[src/rtl/mult_div_unit.sv]
// Iterative MIPS-style HI/LO multiply/divide unit: 32-cycle shift-add multiply and
// restoring divide on magnitudes, with sign fix-up applied in a final cycle.
module mult_div_unit #(
  parameter int unsigned WIDTH = 32
) (
  input  logic             clk,
  input  logic             rst,
  input  logic             start,
  input  logic [1:0]       op,
  input  logic [WIDTH-1:0] operand_a,
  input  logic [WIDTH-1:0] operand_b,
  input  logic             hi_write,
  input  logic             lo_write,
  input  logic [WIDTH-1:0] write_data,
  output logic             busy,
  output logic             done,
  output logic [WIDTH-1:0] hi,
  output logic [WIDTH-1:0] lo
);

  localparam int unsigned CW = $clog2(WIDTH);

  typedef enum logic [1:0] {StIdle, StCalc, StFinish} state_e;

  state_e           state_q, state_d;
  logic [CW-1:0]    cnt_q, cnt_d;
  logic             is_div_q, is_div_d;
  logic             neg_res_q, neg_res_d;
  logic             neg_rem_q, neg_rem_d;
  logic             div_zero_q, div_zero_d;
  logic [WIDTH-1:0] a_raw_q, a_raw_d;
  logic [WIDTH-1:0] opnd_q, opnd_d;
  logic [WIDTH-1:0] acc_hi_q, acc_hi_d;
  logic [WIDTH-1:0] acc_lo_q, acc_lo_d;
  logic [WIDTH-1:0] hi_q, hi_d;
  logic [WIDTH-1:0] lo_q, lo_d;
  logic             done_q, done_d;

  logic             neg_a, neg_b;
  logic [WIDTH-1:0] a_mag, b_mag;
  logic [WIDTH:0]   mul_sum;
  logic [WIDTH:0]   div_shift;
  logic [WIDTH:0]   div_diff;
  logic [2*WIDTH-1:0] prod;

  // op[0] clear selects the signed variants (MULT, DIV).
  assign neg_a = ~op[0] & operand_a[WIDTH-1];
  assign neg_b = ~op[0] & operand_b[WIDTH-1];
  assign a_mag = neg_a ? -operand_a : operand_a;
  assign b_mag = neg_b ? -operand_b : operand_b;

  // Multiply: acc_hi holds the running upper half, acc_lo shifts out multiplier bits.
  assign mul_sum = {1'b0, acc_hi_q} + (acc_lo_q[0] ? {1'b0, opnd_q} : '0);

  // Divide: acc_hi is the partial remainder, acc_lo shifts dividend out and quotient in.
  assign div_shift = {acc_hi_q, acc_lo_q[WIDTH-1]};
  assign div_diff  = div_shift - {1'b0, opnd_q};

  assign prod = {acc_hi_q, acc_lo_q};

  always_comb begin
    state_d    = state_q;
    cnt_d      = cnt_q;
    is_div_d   = is_div_q;
    neg_res_d  = neg_res_q;
    neg_rem_d  = neg_rem_q;
    div_zero_d = div_zero_q;
    a_raw_d    = a_raw_q;
    opnd_d     = opnd_q;
    acc_hi_d   = acc_hi_q;
    acc_lo_d   = acc_lo_q;
    hi_d       = hi_q;
    lo_d       = lo_q;
    done_d     = 1'b0;

    unique case (state_q)
      StIdle: begin
        if (start) begin
          state_d    = StCalc;
          cnt_d      = '0;
          is_div_d   = op[1];
          neg_res_d  = neg_a ^ neg_b;
          neg_rem_d  = neg_a;
          div_zero_d = op[1] && (operand_b == '0);
          a_raw_d    = operand_a;
          opnd_d     = op[1] ? b_mag : a_mag;
          acc_hi_d   = '0;
          acc_lo_d   = op[1] ? a_mag : b_mag;
        end else begin
          if (hi_write) hi_d = write_data;
          if (lo_write) lo_d = write_data;
        end
      end
      StCalc: begin
        if (is_div_q) begin
          if (!div_diff[WIDTH]) begin
            acc_hi_d = div_diff[WIDTH-1:0];
            acc_lo_d = {acc_lo_q[WIDTH-2:0], 1'b1};
          end else begin
            acc_hi_d = {acc_hi_q[WIDTH-2:0], acc_lo_q[WIDTH-1]};
            acc_lo_d = {acc_lo_q[WIDTH-2:0], 1'b0};
          end
        end else begin
          {acc_hi_d, acc_lo_d} = {mul_sum, acc_lo_q[WIDTH-1:1]};
        end
        cnt_d = cnt_q + 1'b1;
        if (cnt_q == CW'(WIDTH - 1)) state_d = StFinish;
      end
      StFinish: begin
        if (is_div_q) begin
          if (div_zero_q) begin
            hi_d = a_raw_q;
            lo_d = '1;
          end else begin
            hi_d = neg_rem_q ? -acc_hi_q : acc_hi_q;
            lo_d = neg_res_q ? -acc_lo_q : acc_lo_q;
          end
        end else begin
          {hi_d, lo_d} = neg_res_q ? -prod : prod;
        end
        done_d  = 1'b1;
        state_d = StIdle;
      end
      default: state_d = StIdle;
    endcase
  end

  always_ff @(posedge clk or posedge rst) begin
    if (rst) begin
      state_q    <= StIdle;
      cnt_q      <= '0;
      is_div_q   <= 1'b0;
      neg_res_q  <= 1'b0;
      neg_rem_q  <= 1'b0;
      div_zero_q <= 1'b0;
      a_raw_q    <= '0;
      opnd_q     <= '0;
      acc_hi_q   <= '0;
      acc_lo_q   <= '0;
      hi_q       <= '0;
      lo_q       <= '0;
      done_q     <= 1'b0;
    end else begin
      state_q    <= state_d;
      cnt_q      <= cnt_d;
      is_div_q   <= is_div_d;
      neg_res_q  <= neg_res_d;
      neg_rem_q  <= neg_rem_d;
      div_zero_q <= div_zero_d;
      a_raw_q    <= a_raw_d;
      opnd_q     <= opnd_d;
      acc_hi_q   <= acc_hi_d;
      acc_lo_q   <= acc_lo_d;
      hi_q       <= hi_d;
      lo_q       <= lo_d;
      done_q     <= done_d;
    end
  end

  assign busy = (state_q != StIdle);
  assign done = done_q;
  assign hi   = hi_q;
  assign lo   = lo_q;

endmodule

[config.mk]
export PLATFORM = sky130hd
export DESIGN_NAME = mult_div_unit
export DESIGN_NICKNAME = d
export VERILOG_FILES = /design/src/rtl/mult_div_unit.sv
export SDC_FILE = /design/constraint.sdc
export NUM_CORES = 1
export LEC_CHECK = 0
export BUFFER_PORTS_ARGS = -buffer_cell sky130_fd_sc_hd__buf_2
export CORE_ASPECT_RATIO = 0.6
export CORE_UTILIZATION = 30
export DETAILED_ROUTE_END_ITERATION = 10
export HOLD_SLACK_MARGIN = 0.08
export PLACE_DENSITY = 0.47
export SLEW_MARGIN = 0
export SYNTH_ARGS = -nofsm -noshare
export SYNTH_HDL_FRONTEND = slang
export SYNTH_SLANG_ARGS = --single-unit
[constraint.sdc]
create_clock -name clk -period 5.5 [get_ports clk]
set_clock_uncertainty 0.05 [all_clocks]
set_input_delay 0.275 -clock clk [delete_from_list [all_inputs] [get_ports clk]]
set_output_delay 0.275 -clock clk [all_outputs]
set_load 0.1 [all_outputs]
==> impl_results.md <==
* Outcome: complete, no violations
* First drt pass iteration count at 8
* Busiest grt layer: met1
* GRT met2 Usage at 0.331
* CP Data Arrival Time at 4930 ps
* Leak at between 8 and 9 nW
* Routability Congestion at 0.951
* Syn nets at between 2000 and 2500
* Vert. Die Dim at 185 µm
* First-pass GRT wire length at between 100 and 150 mm
* Maximum buffer depth of the clock tree at 3
* Placed Cells at 2886
* Clock Tree Root: clkbuf_16
* Synthesis warning total at 0
* Setup TNS at 0 ps
* Crit-path max FO at 15
* WP data required at around 5900 ps
* Yosys cell types at 70
* Yosys top cell area share at 0.306
* Fin cells at 3003
* Core footprint at roughly 55000 µm²
* Hold-fix buffers, CTS at 67
* Post-Syn Instances at approximately 2100
* CTS tree: yes
* DR vias at 17129
* Hold Path Class: in2reg
* Latest clock arrival within the worst-skew pair at a little under 600 ps
* Setup bufs post-CTS at 0
* Number of routed nets with antenna violations at 0
* Antenna violations before repair at 3
* CTS-repair resized insts at 0
* Average vias per placed instance at 5.70
* Crit path capture type: flop
* Endpoints failing hold at 0
* GRT met1 Usage at 0.406
* Design area at 19600 µm²
* Top post-synthesis cells by area: dfrtp_1 (31%), nand2_1 (6.7%), o21ai_0 (6.5%)
* DPL Wire Length at 57.7 mm
* Dpl cell area at 18100 µm²
* Vias in the first global route at 15810
* Die width at between 300 and 400 µm
* Final setup viols at 0
* Max H-tree Level at 1
* Top Ports at 169
* Number of max-cap violations at 0
* Met3 GRT Util at 0.0915
* Initial Util at 0.306
* Cell Pwr Density at 784 nW/µm²
* Tmin final at 4510 ps
* Most common cell in the netlist: nand2_1
* Kind of critical path: reg2reg
* Leading cell types by count after synthesis: nand2_1 (298), o21ai_0 (218), dfrtp_1 (204)
* Routed WL per cell at 24.7 µm
* CTS buffer count at 25
* Predominant post-synthesis flop cell: dfrtp_1
* All-Layer GR Usage at 0.259
* RSZ-0062 raised after global routing: false
* Layout area overhead at 17.8%
* Largest net degree at the start of global routing at 131
* Yosys reg bits at ~200
* DRC errors left at 0
* Fmax at 0.222 GHz
* Register area share after synthesis at 0.306
* Fraction of layout cells with a size suffix above 1 at 0.117
* Post-synth top area cell: dfrtp_1
* CTS sink cnt at 204
* EDFF count, synth at 0
* Post-synthesis cell area at 16700 µm²
* Final Cycle Share at 0.820
* Row count at 66
* Die Area at 56600 µm²
* IO buf count at 168
* VDD IR max at 0.454 mV
* CP Launch Type: flop
* Worst-margin pin slew at about 1200 ps
* Worst-path clk slew at around 60 ps
* First DRT Iteration DRCs at 2059
* Syn avg cell area at 7.83 µm²
* Final Net Count at 2441
* Share of flip-flops with an asynchronous set or reset at 1.00
* R2R Setup Slk at just under 1000 ps
* Slew margin rel. at 0.218
* Pins Over Slew Limit at 0
* Routed wire length at 74.3 mm
* Global route total overflow at 0
-- flip-flops by register name (all words and copies together) (netlist names) --
| signal | cells |
|---|---|
| a_raw_q | 32 |
| acc_hi_q | 32 |
| acc_lo_q | 32 |
| cnt_q | 5 |
| div_zero_q | 1 |
| done | 1 |
| hi | 32 |
| is_div_q | 1 |
| lo | 32 |
| neg_rem_q | 1 |
| neg_res_q | 1 |
| opnd_q | 32 |
| state_q | 2 |
-- metal layers --
layer | up-vias | wire length (µm) | share of wire
met3 | 59 | 8970 | 0.12
met1 | 8349 | 37100 | 0.50
li1 | 7926 | - | -
met2 | 795 | 27100 | 0.37
met5 | - | 0 | 0
met4 | 0 | 1100 | 0.015
-- cells by family (layout without fill, tap and decap cells) --
family,Yosys count,after routing,synth area share
AND/OR/NAND/NOR,664,664,0.179
other,0,4,0
buffers and inverters,215,371,0.0494
flip-flops,204,204,0.306
AO/OA/AOI/OAI,698,698,0.260
adder cells (fa/ha/maj),72,72,0.0549
XOR/XNOR,201,201,0.106
multiplexers,75,75,0.0452
-- per-stage QoR --
step                setup slack, ps  hold slack (ps)   util  power (mW)
CTS                            1130             86.3  0.360        15.2
global placement               1250              409  0.332        13.3
floorplan                      2060              321      -        10.4
global route                    772              121  0.360        16.4
detailed placement             1170              418  0.332        13.3
finish                          989              111  0.360        15.4
-- power breakdown --
| group | switching (mW) | internal (mW) | leakage, nW | total (mW) |
|---|---|---|---|---|
| Combinational | 6.85 | 3.33 | 5.52 | 10.2 |
| Clock | 0.752 | 1.02 | 0.414 | 1.77 |
| Sequential | 1.20 | 2.25 | 2.44 | 3.45 |
-- final cells by class --
cell class / count / area (µm²)
antenna: 4 / 10.0
clock buffer: 35 / 723
timing repair buffer: 262 / 1750
clock inverter: 11 / 135
inverter: 63 / 240
sequential: 204 / 5110
fill: 5818 / 34900
tap: 714 / 893
multi-input combinational: 1710 / 10800
-- layout by cell type (no fill, tap or decap), types with 9 or more instances in the layout --
cell type	instances
or3_1	21
xnor2_1	118
clkbuf_16	25
xor2_1	83
nand4_1	14
a221oi_1	16
a22oi_1	32
buf_2	168
o22ai_1	44
nand2_1	297
mux2i_1	73
o21ai_0	218
nor2b_1	19
nand3_1	21
nor2_1	170
dlygate4sd3_1	67
nand2b_1	18
dfrtp_1	201
a31oi_1	12
or4_1	12
o41ai_1	10
a211oi_1	56
nor3_1	38
and3_1	9
a21oi_1	158
o211ai_1	26
a21o_1	36
inv_1	62
buf_4	24
o31ai_1	28
nor4_1	10
o21a_1	10
ha_1	70
-- final timing paths --
path                       depth (start not counted)      endpoint         start
max                                               14  acc_hi_q[25]   acc_lo_q[0]
min                                                4     opnd_q[5]  operand_b[5]
max reg2reg                                       14  acc_hi_q[25]   acc_lo_q[0]
min reg2reg                                        2        lo[14]        lo[14]
max in group asynchronous                          4    div_zero_q           rst
min in group asynchronous                          3        hi[26]           rst
-- worst max-delay path: stages (launching register included) --
cell	delay, ps
dfrtp_1	500
inv_1	450
nor2_1	110
ha_1	360
nor2b_1	220
o31ai_1	90
buf_4	160
a2111oi_0	420
o21ai_0	330
o21ai_0	660
a31oi_1	290
o21ai_0	300
xor2_1	180
nor2_1	70
a211oi_1	220
No activity file was read; power rests on OpenSTA's default activity.
